### src/rtl/crc_frame_engine_if.sv
// rtl/crc_frame_engine_if.sv - beat stream and result handshake bundle for crc_frame_engine
interface crc_frame_engine_if #(
  parameter int DATA_W = 8,
  parameter int CRC_W  = 8
);
  logic                mode;
  logic                s_valid;
  logic                s_ready;
  logic [DATA_W-1:0]   s_data;
  logic [DATA_W/8-1:0] s_keep;
  logic                s_last;
  logic                res_valid;
  logic                res_ready;
  logic [CRC_W-1:0]    res_crc;
  logic                res_ok;

  modport master (
    output mode, s_valid, s_data, s_keep, s_last, res_ready,
    input  s_ready, res_valid, res_crc, res_ok
  );

  modport slave (
    input  mode, s_valid, s_data, s_keep, s_last, res_ready,
    output s_ready, res_valid, res_crc, res_ok
  );
endinterface

### src/rtl/crc_frame_engine.sv
// rtl/crc_frame_engine.sv - frame CRC generate/check engine; CRC_FRAME_STATS_EN adds frame_cnt/err_cnt
module crc_frame_engine #(
  parameter int               CRC_W   = 8,
  parameter logic [CRC_W-1:0] POLY    = 8'h31,
  parameter logic [CRC_W-1:0] INIT    = 8'hFF,
  parameter logic [CRC_W-1:0] XOR_OUT = 8'h00,
  parameter bit               REFIN   = 1'b0,
  parameter bit               REFOUT  = 1'b0,
  parameter logic [CRC_W-1:0] RESIDUE = 8'h00,
  parameter int               DATA_W  = 8
) (
  input  logic               clk,
  input  logic               rst,
  input  logic               crc_clr,
  crc_frame_engine_if.slave  bus,
  output logic [CRC_W-1:0]   crc_cur
`ifdef CRC_FRAME_STATS_EN
  ,
  output logic [15:0]        frame_cnt,
  output logic [15:0]        err_cnt
`endif
);

  localparam int NB = DATA_W / 8;

  typedef enum logic [1:0] {IDLE, ACC, DONE} state_t;

  state_t           state_q, state_d;
  logic [CRC_W-1:0] crc_q, crc_d;
  logic [CRC_W-1:0] res_crc_q, res_crc_d;
  logic             res_ok_q, res_ok_d;
  logic             mode_q, mode_d;
  logic             s_ready_q;
  logic             res_valid_q;

  logic             beat;
  logic             res_hs;
  logic             frame_mode;
  logic [NB-1:0]    byte_en;
  logic [CRC_W-1:0] crc_next;

  // Bit-serial LFSR step; shift left works for CRC_W = 1 where a slice would not.
  function automatic logic [CRC_W-1:0] crc_byte(input logic [CRC_W-1:0] c, input logic [7:0] d);
    logic [CRC_W-1:0] r;
    logic             fb;
    r = c;
    for (int i = 0; i < 8; i++) begin
      fb = r[CRC_W-1] ^ (REFIN ? d[i] : d[7-i]);
      r  = (r << 1) ^ (fb ? POLY : {CRC_W{1'b0}});
    end
    return r;
  endfunction

  function automatic logic [CRC_W-1:0] crc_beat(input logic [CRC_W-1:0] c,
                                                input logic [DATA_W-1:0] d,
                                                input logic [NB-1:0] en);
    logic [CRC_W-1:0] r;
    r = c;
    for (int b = 0; b < NB; b++) begin
      if (en[b]) r = crc_byte(r, d[8*b +: 8]);
    end
    return r;
  endfunction

  function automatic logic [CRC_W-1:0] reflect(input logic [CRC_W-1:0] c);
    logic [CRC_W-1:0] r;
    for (int i = 0; i < CRC_W; i++) r[i] = c[CRC_W-1-i];
    return r;
  endfunction

  assign beat       = bus.s_valid && s_ready_q;
  assign res_hs     = res_valid_q && bus.res_ready;
  // Keep is contiguous from byte 0, so it doubles as the per-byte enable on the last beat.
  assign byte_en    = bus.s_last ? bus.s_keep : {NB{1'b1}};
  assign crc_next   = crc_beat(crc_q, bus.s_data, byte_en);
  assign frame_mode = (state_q == IDLE) ? bus.mode : mode_q;

  always_comb begin
    state_d   = state_q;
    crc_d     = crc_q;
    mode_d    = mode_q;
    res_crc_d = res_crc_q;
    res_ok_d  = res_ok_q;
    if (crc_clr) begin
      state_d = IDLE;
      crc_d   = INIT;
    end else begin
      case (state_q)
        IDLE, ACC: begin
          if (beat) begin
            mode_d = frame_mode;
            if (bus.s_last) begin
              state_d   = DONE;
              crc_d     = INIT;
              res_crc_d = (REFOUT ? reflect(crc_next) : crc_next) ^ XOR_OUT;
              res_ok_d  = frame_mode && (crc_next == RESIDUE);
            end else begin
              state_d = ACC;
              crc_d   = crc_next;
            end
          end
        end
        DONE: begin
          if (res_hs) state_d = IDLE;
        end
        default: state_d = IDLE;
      endcase
    end
  end

  always_ff @(posedge clk or posedge rst) begin
    if (rst) begin
      state_q     <= IDLE;
      crc_q       <= INIT;
      mode_q      <= 1'b0;
      res_crc_q   <= '0;
      res_ok_q    <= 1'b0;
      s_ready_q   <= 1'b1;
      res_valid_q <= 1'b0;
    end else begin
      state_q     <= state_d;
      crc_q       <= crc_d;
      mode_q      <= mode_d;
      res_crc_q   <= res_crc_d;
      res_ok_q    <= res_ok_d;
      s_ready_q   <= (state_d != DONE);
      res_valid_q <= (state_d == DONE);
    end
  end

  assign bus.s_ready   = s_ready_q;
  assign bus.res_valid = res_valid_q;
  assign bus.res_crc   = res_crc_q;
  assign bus.res_ok    = res_ok_q;
  assign crc_cur       = crc_q;

`ifdef CRC_FRAME_STATS_EN
  logic [15:0] frame_cnt_q;
  logic [15:0] err_cnt_q;

  // mode_q still holds the finished frame's mode while the result is pending.
  always_ff @(posedge clk or posedge rst) begin
    if (rst) begin
      frame_cnt_q <= '0;
      err_cnt_q   <= '0;
    end else if (res_hs) begin
      if (frame_cnt_q != 16'hFFFF) frame_cnt_q <= frame_cnt_q + 16'd1;
      if (mode_q && !res_ok_q && (err_cnt_q != 16'hFFFF)) err_cnt_q <= err_cnt_q + 16'd1;
    end
  end

  assign frame_cnt = frame_cnt_q;
  assign err_cnt   = err_cnt_q;
`endif

endmodule

### src/flat_wrapper.sv
// flat-port wrapper written by rule: the top's interface ports become plain ports
module crc_frame_engine_flat 
#(
  parameter int               CRC_W   = 8,
  parameter logic [CRC_W-1:0] POLY    = 8'h31,
  parameter logic [CRC_W-1:0] INIT    = 8'hFF,
  parameter logic [CRC_W-1:0] XOR_OUT = 8'h00,
  parameter bit               REFIN   = 1'b0,
  parameter bit               REFOUT  = 1'b0,
  parameter logic [CRC_W-1:0] RESIDUE = 8'h00,
  parameter int               DATA_W  = 8
)
  (clk, rst, crc_clr, crc_cur, bus_mode, bus_s_valid, bus_s_data, bus_s_keep, bus_s_last, bus_res_ready, bus_s_ready, bus_res_valid, bus_res_crc, bus_res_ok);
  crc_frame_engine_if #(.DATA_W(DATA_W), .CRC_W(CRC_W)) bus_i ();
  input  logic clk;
  input  logic rst;
  input  logic crc_clr;
  output logic [CRC_W-1:0] crc_cur;
  input wire logic [$bits(bus_i.mode)-1:0] bus_mode;
  input wire logic [$bits(bus_i.s_valid)-1:0] bus_s_valid;
  input wire logic [$bits(bus_i.s_data)-1:0] bus_s_data;
  input wire logic [$bits(bus_i.s_keep)-1:0] bus_s_keep;
  input wire logic [$bits(bus_i.s_last)-1:0] bus_s_last;
  input wire logic [$bits(bus_i.res_ready)-1:0] bus_res_ready;
  output wire logic [$bits(bus_i.s_ready)-1:0] bus_s_ready;
  output wire logic [$bits(bus_i.res_valid)-1:0] bus_res_valid;
  output wire logic [$bits(bus_i.res_crc)-1:0] bus_res_crc;
  output wire logic [$bits(bus_i.res_ok)-1:0] bus_res_ok;
  assign bus_i.mode = bus_mode;
  assign bus_i.s_valid = bus_s_valid;
  assign bus_i.s_data = bus_s_data;
  assign bus_i.s_keep = bus_s_keep;
  assign bus_i.s_last = bus_s_last;
  assign bus_i.res_ready = bus_res_ready;
  assign bus_s_ready = bus_i.s_ready;
  assign bus_res_valid = bus_i.res_valid;
  assign bus_res_crc = bus_i.res_crc;
  assign bus_res_ok = bus_i.res_ok;
  crc_frame_engine #(.CRC_W(CRC_W), .POLY(POLY), .INIT(INIT), .XOR_OUT(XOR_OUT), .REFIN(REFIN), .REFOUT(REFOUT), .RESIDUE(RESIDUE), .DATA_W(DATA_W)) u_core (.clk(clk), .rst(rst), .crc_clr(crc_clr), .bus(bus_i), .crc_cur(crc_cur));
endmodule
### config.mk
export PLATFORM = sky130hd
export DESIGN_NAME = crc_frame_engine_flat
export DESIGN_NICKNAME = d
export VERILOG_FILES = /design/src/rtl/crc_frame_engine_if.sv /design/src/rtl/crc_frame_engine.sv /design/src/flat_wrapper.sv
export SDC_FILE = /design/constraint.sdc
export NUM_CORES = 1
export LEC_CHECK = 0
export CAP_MARGIN = 40
export CELL_PAD_IN_SITES_DETAIL_PLACEMENT = 0
export CELL_PAD_IN_SITES_GLOBAL_PLACEMENT = 1
export CORE_UTILIZATION = 40
export CTS_CLUSTER_SIZE = 28
export DETAILED_ROUTE_END_ITERATION = 7
export GPL_TIMING_DRIVEN = 1
export PLACE_DENSITY = 0.95
export SYNTH_ARGS = -nofsm -noshare
export SYNTH_HDL_FRONTEND = slang
export SYNTH_SLANG_ARGS = --single-unit
### constraint.sdc
create_clock -name clk -period 4.49 [get_ports clk]
set_clock_uncertainty 0.15 [all_clocks]
set_input_delay 0.898 -clock clk [delete_from_list [all_inputs] [get_ports clk]]
set_output_delay 0.898 -clock clk [all_outputs]
set_load 0.005 [all_outputs]
## Yosys cells after proc, flatten, opt, wreduce, memory -nomap -nowiden

Cells that the tools add are included.

| storage, ports and cells | value |
|---|---|
| register bits | 22 |
| input bits | 16 |
| output and inout bits | 19 |

| operators by class | value |
|---|---|
| equal/unequal tests | 4 |
| multiplexer cells | 20 |
| bitwise logic cells | 17 |
| reduce and logical (&&, ||, !) cells | 11 |

Operator list:

| cell | count |
|---|---|
| $xor A8 B8 Y8 | 8 |
| $mux W6 | 8 |
| $mux W8 | 5 |
| $logic_not A8 Y1 | 1 |
| $mux W2 | 4 |
| $xor A1 B1 Y1 | 8 |
| $eq A2 B2 Y1 const B | 2 |
| $pmux W2 S2 | 1 |
| $reduce_and A4 Y1 | 1 |
| $reduce_bool A2 Y1 | 2 |
| $logic_and A1 B1 Y1 | 3 |
| $reduce_and A3 Y1 | 1 |
| $eq A2 B1 Y1 const B | 1 |
| $logic_not A2 Y1 | 1 |
| $mux W1 | 2 |
| $ne A2 B2 Y1 const B | 1 |
| $reduce_and A2 Y1 | 1 |
| $reduce_or A2 Y1 | 1 |
| $not A1 Y1 | 1 |

## Longest topological paths before layout

Gate-level depths: netlist of the first run.

| logic depth | value |
|---|---|
| depth in word-level cells | 29 |
| gate-level depth with buffers | 7 |
| mapped depth without buffers | 6 |

## Least setup slack after synthesis of the first run

No wires, ideal clock.

| timing path | value |
|---|---|
| path type | input -> register |
| from | input port bus_s_data[3] |
| to | register u_core.res_ok_q, in the netlist u_core.bus.res_ok |
| arrival time | 2.323 ns |
| slack | 1.921 ns |
| stages on the path | 6 |
| buffers on the path | 0 |
| cells stage by stage | xor2_2 xnor3_2 xnor3_2 mux2i_1 nand4_1 o31ai_1 |

| between the ends | value |
|---|---|
| word-level cells in the longest chain between the ends | 11 |

Ends and longest elaborated chain:

| item | line | source |
|---|---|---|
| start: declaration | flat_wrapper.sv:21 | `input wire logic [$bits(bus_i.s_data)-1:0] bus_s_data;` |
| $xor A1 B1 Y1 * | crc_frame_engine.sv:48 | `fb = r[CRC_W-1] ^ (REFIN ? d[i] : d[7-i]);` |
| $mux W6 * | crc_frame_engine.sv:49 | `r = (r << 1) ^ (fb ? POLY : {CRC_W{1'b0}});` |
| $xor A8 B8 Y8 * (3 in series) | crc_frame_engine.sv:49 |  |
| $xor A1 B1 Y1 | crc_frame_engine.sv:48 |  |
| $mux W6 | crc_frame_engine.sv:49 |  |
| $xor A8 B8 Y8 * | crc_frame_engine.sv:49 |  |
| $mux W8 * | crc_frame_engine.sv:60 | `if (en[b]) r = crc_byte(r, d[8*b +: 8]);` |
| $logic_not A8 Y1 * | crc_frame_engine.sv:96 | `res_ok_d = frame_mode && (crc_next == RESIDUE);` |
| $logic_and A1 B1 Y1 * | crc_frame_engine.sv:96 |  |
| end signal: assignment | crc_frame_engine.sv:125 | `res_ok_q <= res_ok_d;` |
| end: declaration | crc_frame_engine.sv:31 | `logic res_ok_q, res_ok_d;` |

Every way passes the cells marked *; elsewhere a longest branch is shown, timed or not.
A chain may end at the register's enable or synchronous reset.

## Worst setup path in the final report of the first run

| timing path | value |
|---|---|
| from | input port bus_s_valid |
| to | register u_core.res_ok_q, in the netlist u_core.bus.res_ok |

| between the ends | value |
|---|---|
| word-level cells in the longest chain between the ends | 2 |

Ends and longest elaborated chain:

| item | line | source |
|---|---|---|
| start: declaration | flat_wrapper.sv:20 | `input wire logic [$bits(bus_i.s_valid)-1:0] bus_s_valid;` |
| $logic_and A1 B1 Y1 | crc_frame_engine.sv:71 | `assign beat = bus.s_valid && s_ready_q;` |
| $reduce_and A4 Y1 (no source line) | -- |  |

No other way between the ends.

==> results of run 1 <==
worst max-delay path by stage:
| stage | startpoint | cells past startpoint | end |
|---|---|---|---|
| 2_1_floorplan | bus_s_data[3] | 6 | u_core.bus.res_ok |
| 3_3_place_gp | bus_s_valid | 7 | u_core.bus.res_ok |
| 3_5_place_dp | bus_s_valid | 7 | u_core.bus.res_ok |
| 4_1_cts | bus_s_valid | 7 | u_core.bus.res_ok |
| 5_1_grt | bus_s_valid | 7 | u_core.bus.res_ok |
| 6_report | bus_s_valid | 7 | u_core.bus.res_ok |
metal layers:
layer	vias up	share of wire [%]	global-route usage, %
met5	-	0	0
met4	0	2.3	6.69
met3	8	3.6	4.20
met2	33	49	28.8
met1	599	45	21.8
li1	593	-	-
cell usage after synthesis, drive strengths merged:
| cell | n | area share, % |
|---|---|---|
| inv | 3 | 0.76 |
| nor3 | 5 | 1.7 |
| or4b | 1 | 0.67 |
| a31oi | 1 | 0.42 |
| dfstp | 9 | 16 |
| a21oi | 11 | 3.7 |
| o22ai | 1 | 0.42 |
| o2111a | 1 | 0.76 |
| dfrtp | 13 | 22 |
| xnor2 | 15 | 9.3 |
| and4 | 1 | 0.59 |
| xor2 | 5 | 4.5 |
| a211oi | 5 | 2.5 |
| nand3 | 2 | 0.67 |
| nor2 | 16 | 4.0 |
| nor4 | 3 | 1.3 |
| clkbuf | 3 | 0.76 |
| o21ai | 10 | 3.4 |
| nor2b | 1 | 0.42 |
| mux2i | 2 | 1.3 |
| mux2 | 2 | 1.5 |
| and2 | 1 | 0.42 |
| nand2b | 2 | 0.84 |
| or4 | 1 | 0.50 |
| o31ai | 2 | 1.0 |
| nand4b | 1 | 0.59 |
| xnor3 | 5 | 8.0 |
| o21bai | 1 | 0.50 |
| a21o | 3 | 1.5 |
| nand4 | 2 | 0.84 |
| xor3 | 1 | 1.6 |
| buf | 4 | 2.6 |
| or2 | 1 | 0.42 |
| or3 | 1 | 0.42 |
| nand2 | 17 | 4.3 |
logic make-up after synthesis:
group | Yosys count | share of synthesized area [%]
AND/OR/NAND/NOR | 55 | 17.7
AO/OA/AOI/OAI | 35 | 14.2
multiplexers | 4 | 2.86
flip-flops | 22 | 37.8
XOR/XNOR | 26 | 23.4
buffers and inverters | 10 | 4.12
worst max-delay path, delay by kind of cell:
kind | cells | cell delay, ns
AND/OR/NAND/NOR | 4 | 1.38
AO/OA/AOI/OAI | 2 | 0.43
buffers and inverters | 1 | 0.46
state kept, by name (all words and copies together), names as in the netlist:
name,count
u_core.bus.res_crc,8
u_core.bus.res_ok,1
u_core.bus.res_valid,1
u_core.bus.s_ready,1
u_core.crc_cur,8
u_core.mode_q,1
u_core.state_q,2
per-stage QoR:
| step | cell area [um^2] | utilization, % | std cells | setup slack (ns) |
|---|---|---|---|---|
| detailed placement | 1840 | 53.5 | 226 | 1.06 |
| CTS | 1900 | 55.1 | 230 | 1.31 |
| global route | 1900 | 55.1 | 230 | 1.17 |
| finish | 1900 | 55.1 | 230 | 1.32 |
| global placement | 1840 | 53.5 | 226 | 1.20 |
| floorplan | 1490 | - | 152 | 1.92 |
where the power goes:
| part | leakage (nW) | switching, W | internal, W | total, W |
|---|---|---|---|---|
| clock | 0.0288 | 0.0000603 | 0.0000780 | 0.000138 |
| sequential | 0.259 | 0.0000525 | 0.000258 | 0.000311 |
| combinational | 0.488 | 0.000182 | 0.000240 | 0.000422 |
| total | 0.776 | 0.000295 | 0.000577 | 0.000871 |
layout make-up:
cell class              instances  area share, %
multi-input cells             120           45.6
well taps                      46           3.03
clock buffers                   4           2.90
flip-flops and latches         22           29.6
inverters                       3          0.593
repair buffers                 35           18.3
==> flow_metrics.py, run 1 <==
metrics = {
    "global_route": {
        "grt_overflow": 0,
        "grt_pass1_vias": 1220,
        "grt_use_total_pct": 17.4,
        "grt_pass1_wl_um": 5380,
        "antenna_found_initial": 0,
        "grt_max_degree": 23,
    },
    "clock_network": {
        "insertion_delay_ns": 0.25,
        "cts_setup_buffers": 0,
        "hold_buffers": 0,
        "cts_made_buffers": 3,
        "cts_root_buffer": "clkbuf_8",
        "cts_resized": 0,
        "ctsHtreeMaxLevel": 1,
        "clkTransAtPathRegs_ns": 0.07,
        "cts.sinks": 22,
        "cts_buffer_depth": 2,
        "cts_tree": "built",
    },
    "floorplan": {
        "core_um2": 3440,
        "die_area_um2": 3970,
        "io_pins": 35,
        "floorplan.initialDensity_pct": 43.2,
        "row_count": 21,
        "die_w_um": 63.0,
        "fp.dieH_um": 63.0,
    },
    "min_path": {
        "holdCritStartpoint": "u_core.bus.res_crc[2]",
        "holdPathEnd": "u_core.bus.res_crc[2]",
        "hold_depth": 1,
        "hp-class": "reg -> reg",
    },
    "setup_path": {
        "r2r-end": "u_core.bus.res_ok",
        "critical_path_arrival_ns": 3.18,
        "reg2reg_from": "u_core.bus.s_ready",
        "critPathLaunchType": "input pin",
        "endpoint_kind": "flop",
        "r2r_setup_slack_ns": 1.90,
        "worstPathRequired_ns": 4.50,
        "reg2reg_depth": 6,
        "cp_max_fo": 20,
        "cpPeakStageDelay_ns": 0.87,
        "path_cells": "clkdlybuf4s50_1 > nand2_1 > or4b_2 > nor3_1 > o2111a_1 > nand4_1 > o31ai_1",
        "crit_slowest_cell": "or4b_2",
        "crit_type": "in -> reg",
    },
    "power": {
        "total_power_w": 0.000871,
        "power_density_nw_per_um2": 459,
        "vdd_ir_drop_max_mv": 0.233,
        "p_leak_nw": 0.776,
    },
    "timing": {
        "worstMarginPinSlew_ns": 0.826,
        "finalCritPeriodShare_pct": 70.6,
        "rsz0062_at_grt": "false",
        "finalSetupViolCount": 0,
        "slew_headroom_pct": 44.9,
        "max_freq_mhz": 316,
        "period_minus_slack_ns": 3.17,
        "hold_ws_ns": 0.329,
        "timing_hold_violations_final": 0,
        "tns_ns": 0,
        "report.final.slew_viol_count": 0,
    },
    "final_layout": {
        "mostFrequentLayoutCells": "34 x clkdlybuf4s50_1, 17 x nand2_1, 16 x nor2_1, 14 x xnor2_1, 13 x dfrtp_1",
        "drive_above_1_share_pct": 13.6,
        "final_common_cell": "clkdlybuf4s50_1",
        "nets": 201,
        "seq_area_um2": 562,
        "multiInputGateArea_um2": 865,
        "num_antenna_cells": 0,
        "fillers": 317,
        "syn_to_final_growth_pct": 27.6,
    },
    "job": {
        "maxCapViolCount": 0,
    },
    "drt": {
        "routed_wl_um": 3270,
        "viasPerCell": 5.36,
        "vias": 1233,
        "drc": 0,
        "wl_per_cell_um": 14.2,
        "dr.pass1.iters": 4,
        "ant_nets": 0,
        "drtIter0Drc": 34,
    },
    "logic_synthesis": {
        "syn_inst": 152,
        "yosysWarningCount": 0,
        "synth.net_count": 168,
        "syn-cell-area_um2": 1490,
        "synth-seq-cells": 22,
        "synth-seq-area-share_pct": 37.8,
        "syn_area_per_cell_um2": 9.79,
        "synthDistinctLibCells": 40,
    },
    "outcome": {
        "outcome": "complete, no violations",
    },
    "place": {
        "port_buffers": 34,
        "post-dp-hpwl_um": 2500,
        "gp_congestion": 0.897,
    },
}
Note: power is estimated with default switching activity, not from simulation.
==> run 2: changes to the inputs <==
--- a/config.mk
+++ b/config.mk
@@ -8,11 +8,11 @@
 export CAP_MARGIN = 40
 export CELL_PAD_IN_SITES_DETAIL_PLACEMENT = 0
 export CELL_PAD_IN_SITES_GLOBAL_PLACEMENT = 1
-export CORE_UTILIZATION = 40
+export CORE_UTILIZATION = 38
 export CTS_CLUSTER_SIZE = 28
 export DETAILED_ROUTE_END_ITERATION = 7
 export GPL_TIMING_DRIVEN = 1
-export PLACE_DENSITY = 0.95
+export PLACE_DENSITY = 0.91
 export SYNTH_ARGS = -nofsm -noshare
 export SYNTH_HDL_FRONTEND = slang
 export SYNTH_SLANG_ARGS = --single-unit
==> constraint.sdc (replaced) <==
create_clock -name clk -period 3.2 [get_ports clk]
set_clock_uncertainty 0.15 [all_clocks]
set_input_delay 0.64 -clock clk [delete_from_list [all_inputs] [get_ports clk]]
set_output_delay 0.64 -clock clk [all_outputs]
set_load 0.005 [all_outputs]
==> flow_metrics.py, run 2 (synthesis results as in run 1) <==
metrics = {
    "power": {
        "vdd_ir_drop_max_mv": 0.204,
        "power_density_nw_per_um2": 632,
        "p_leak_nw": 0.784,
    },
    "floorplan": {
        "die_area_um2": 4170,
        "row_count": 22,
        "die_w_um": 64.6,
        "floorplan.initialDensity_pct": 40.0,
        "fp.dieH_um": 64.6,
        "io_pins": 35,
        "core_um2": 3720,
    },
    "job": {
        "maxCapViolCount": 0,
    },
    "timing": {
        "report.final.slew_viol_count": 0,
        "max_freq_mhz": 365,
        "rsz0062_at_grt": "false",
        "period_minus_slack_ns": 2.74,
        "timing_hold_violations_final": 0,
        "slew_headroom_pct": 43.1,
        "hold_ws_ns": 0.334,
        "worstMarginPinSlew_ns": 0.852,
        "tns_ns": 0,
        "finalCritPeriodShare_pct": 85.6,
        "finalSetupViolCount": 0,
    },
    "setup_path": {
        "crit_type": "in -> reg",
        "worstPathBufferInverterCount": 1,
        "cp_common_cell": "xnor3_2",
        "cpPeakStageDelay_ns": 0.53,
        "path_cells": "clkdlybuf4s50_1 > xor2_2 > xnor3_2 > xnor3_2 > mux2i_1 > nand4_1 > o31ai_1",
        "endpoint_kind": "flop",
        "cp_max_fo": 6,
        "crit_slowest_cell": "xnor3_2",
        "critPathLaunchType": "input pin",
        "critical_path_arrival_ns": 2.77,
        "worstPathRequired_ns": 3.23,
        "path_delay_family": "XOR/XNOR gates",
    },
    "global_route": {
        "grt_use_total_pct": 18.9,
        "grt_pass1_vias": 1244,
        "grt_max_degree": 23,
        "antenna_found_initial": 0,
        "grt_overflow": 0,
        "grt_pass1_wl_um": 5970,
    },
    "clock_network": {
        "cts_setup_buffers": 0,
        "cts_tree": "built",
        "ctsHtreeMaxLevel": 1,
        "clkTransAtPathRegs_ns": 0.08,
        "hold_buffers": 0,
        "cts_made_buffers": 3,
        "cts_buffer_depth": 2,
        "cts.sinks": 22,
        "insertion_delay_ns": 0.27,
        "cts_resized": 0,
        "cts_root_buffer": "clkbuf_8",
    },
    "outcome": {
        "outcome": "complete, no violations",
    },
    "drt": {
        "routed_wl_um": 3360,
        "dr.pass1.iters": 4,
        "vias": 1232,
        "drc": 0,
        "drtIter0Drc": 87,
        "wl_per_cell_um": 14.3,
        "viasPerCell": 5.24,
        "ant_nets": 0,
    },
    "place": {
        "post-dp-hpwl_um": 2510,
        "gp_congestion": 0.856,
        "dp_cells": 231,
        "port_buffers": 34,
    },
    "final_layout": {
        "syn_to_final_growth_pct": 28.6,
        "drive_above_1_share_pct": 14.4,
        "final_cell_count_no_fill": 235,
        "nets": 204,
        "mostFrequentLayoutCells": "34 x clkdlybuf4s50_1, 17 x nand2_1, 16 x nor2_1, 14 x xnor2_1, 13 x dfrtp_1",
        "final_common_cell": "clkdlybuf4s50_1",
        "num_antenna_cells": 0,
    },
    "min_path": {
        "hp-class": "reg -> reg",
    },
}
run 2: path summary, 6_finish.rpt:
check                      cells past startpoint                   from                     to  slack, ns
max                                            7          bus_s_data[3]      u_core.bus.res_ok       0.46
min                                            2  u_core.bus.res_crc[7]  u_core.bus.res_crc[7]       0.33
max reg2reg                                    6      u_core.crc_cur[3]      u_core.bus.res_ok       0.75
min reg2reg                                    2  u_core.bus.res_crc[7]  u_core.bus.res_crc[7]       0.33
max in group asynchronous                      2                    rst  u_core.bus.res_crc[7]       1.68
min in group asynchronous                      2                    rst      u_core.state_q[1]       0.69
run 2: power breakdown:
group          internal [W]  switching [W]  total, W
clock             0.0000889      0.0000901  0.000179
combinational      0.000343       0.000249  0.000592
sequential         0.000363      0.0000750  0.000438
total              0.000795       0.000414   0.00121
run 2: layout make-up:
class	count	area, um^2
well taps	48	60.1
fillers	350	1800
repair buffers	38	370
multi-input cells	120	865
flip-flops and latches	22	562
clock buffers	4	45.0
inverters	3	11.3
run 2: metal layers:
layer | GRT usage [%] | up-vias | part of all wire (%)
met5 | 0 | - | 0
met4 | 9.72 | 0 | 2.4
met3 | 1.94 | 6 | 3.4
met2 | 28.7 | 30 | 46
met1 | 26.4 | 595 | 48
li1 | - | 601 | -
run 2: worst min-delay path: stages, from the launching register on:
cell	delay, ns
dfrtp_1	0.35
nand2_1	0.04
o21ai_0	0.06
run 2: stage by stage:
stage | setup slack (ns) | total power (W) | cell area [um^2] | utilization [%]
floorplan | 0.889 | 0.000804 | 1490 | -
global placement | 0.290 | 0.00102 | 1870 | 50.3
detailed placement | 0.204 | 0.00103 | 1870 | 50.3
CTS | 0.472 | 0.00122 | 1910 | 51.5
global route | 0.269 | 0.00131 | 1910 | 51.5
finish | 0.459 | 0.00121 | 1910 | 51.5
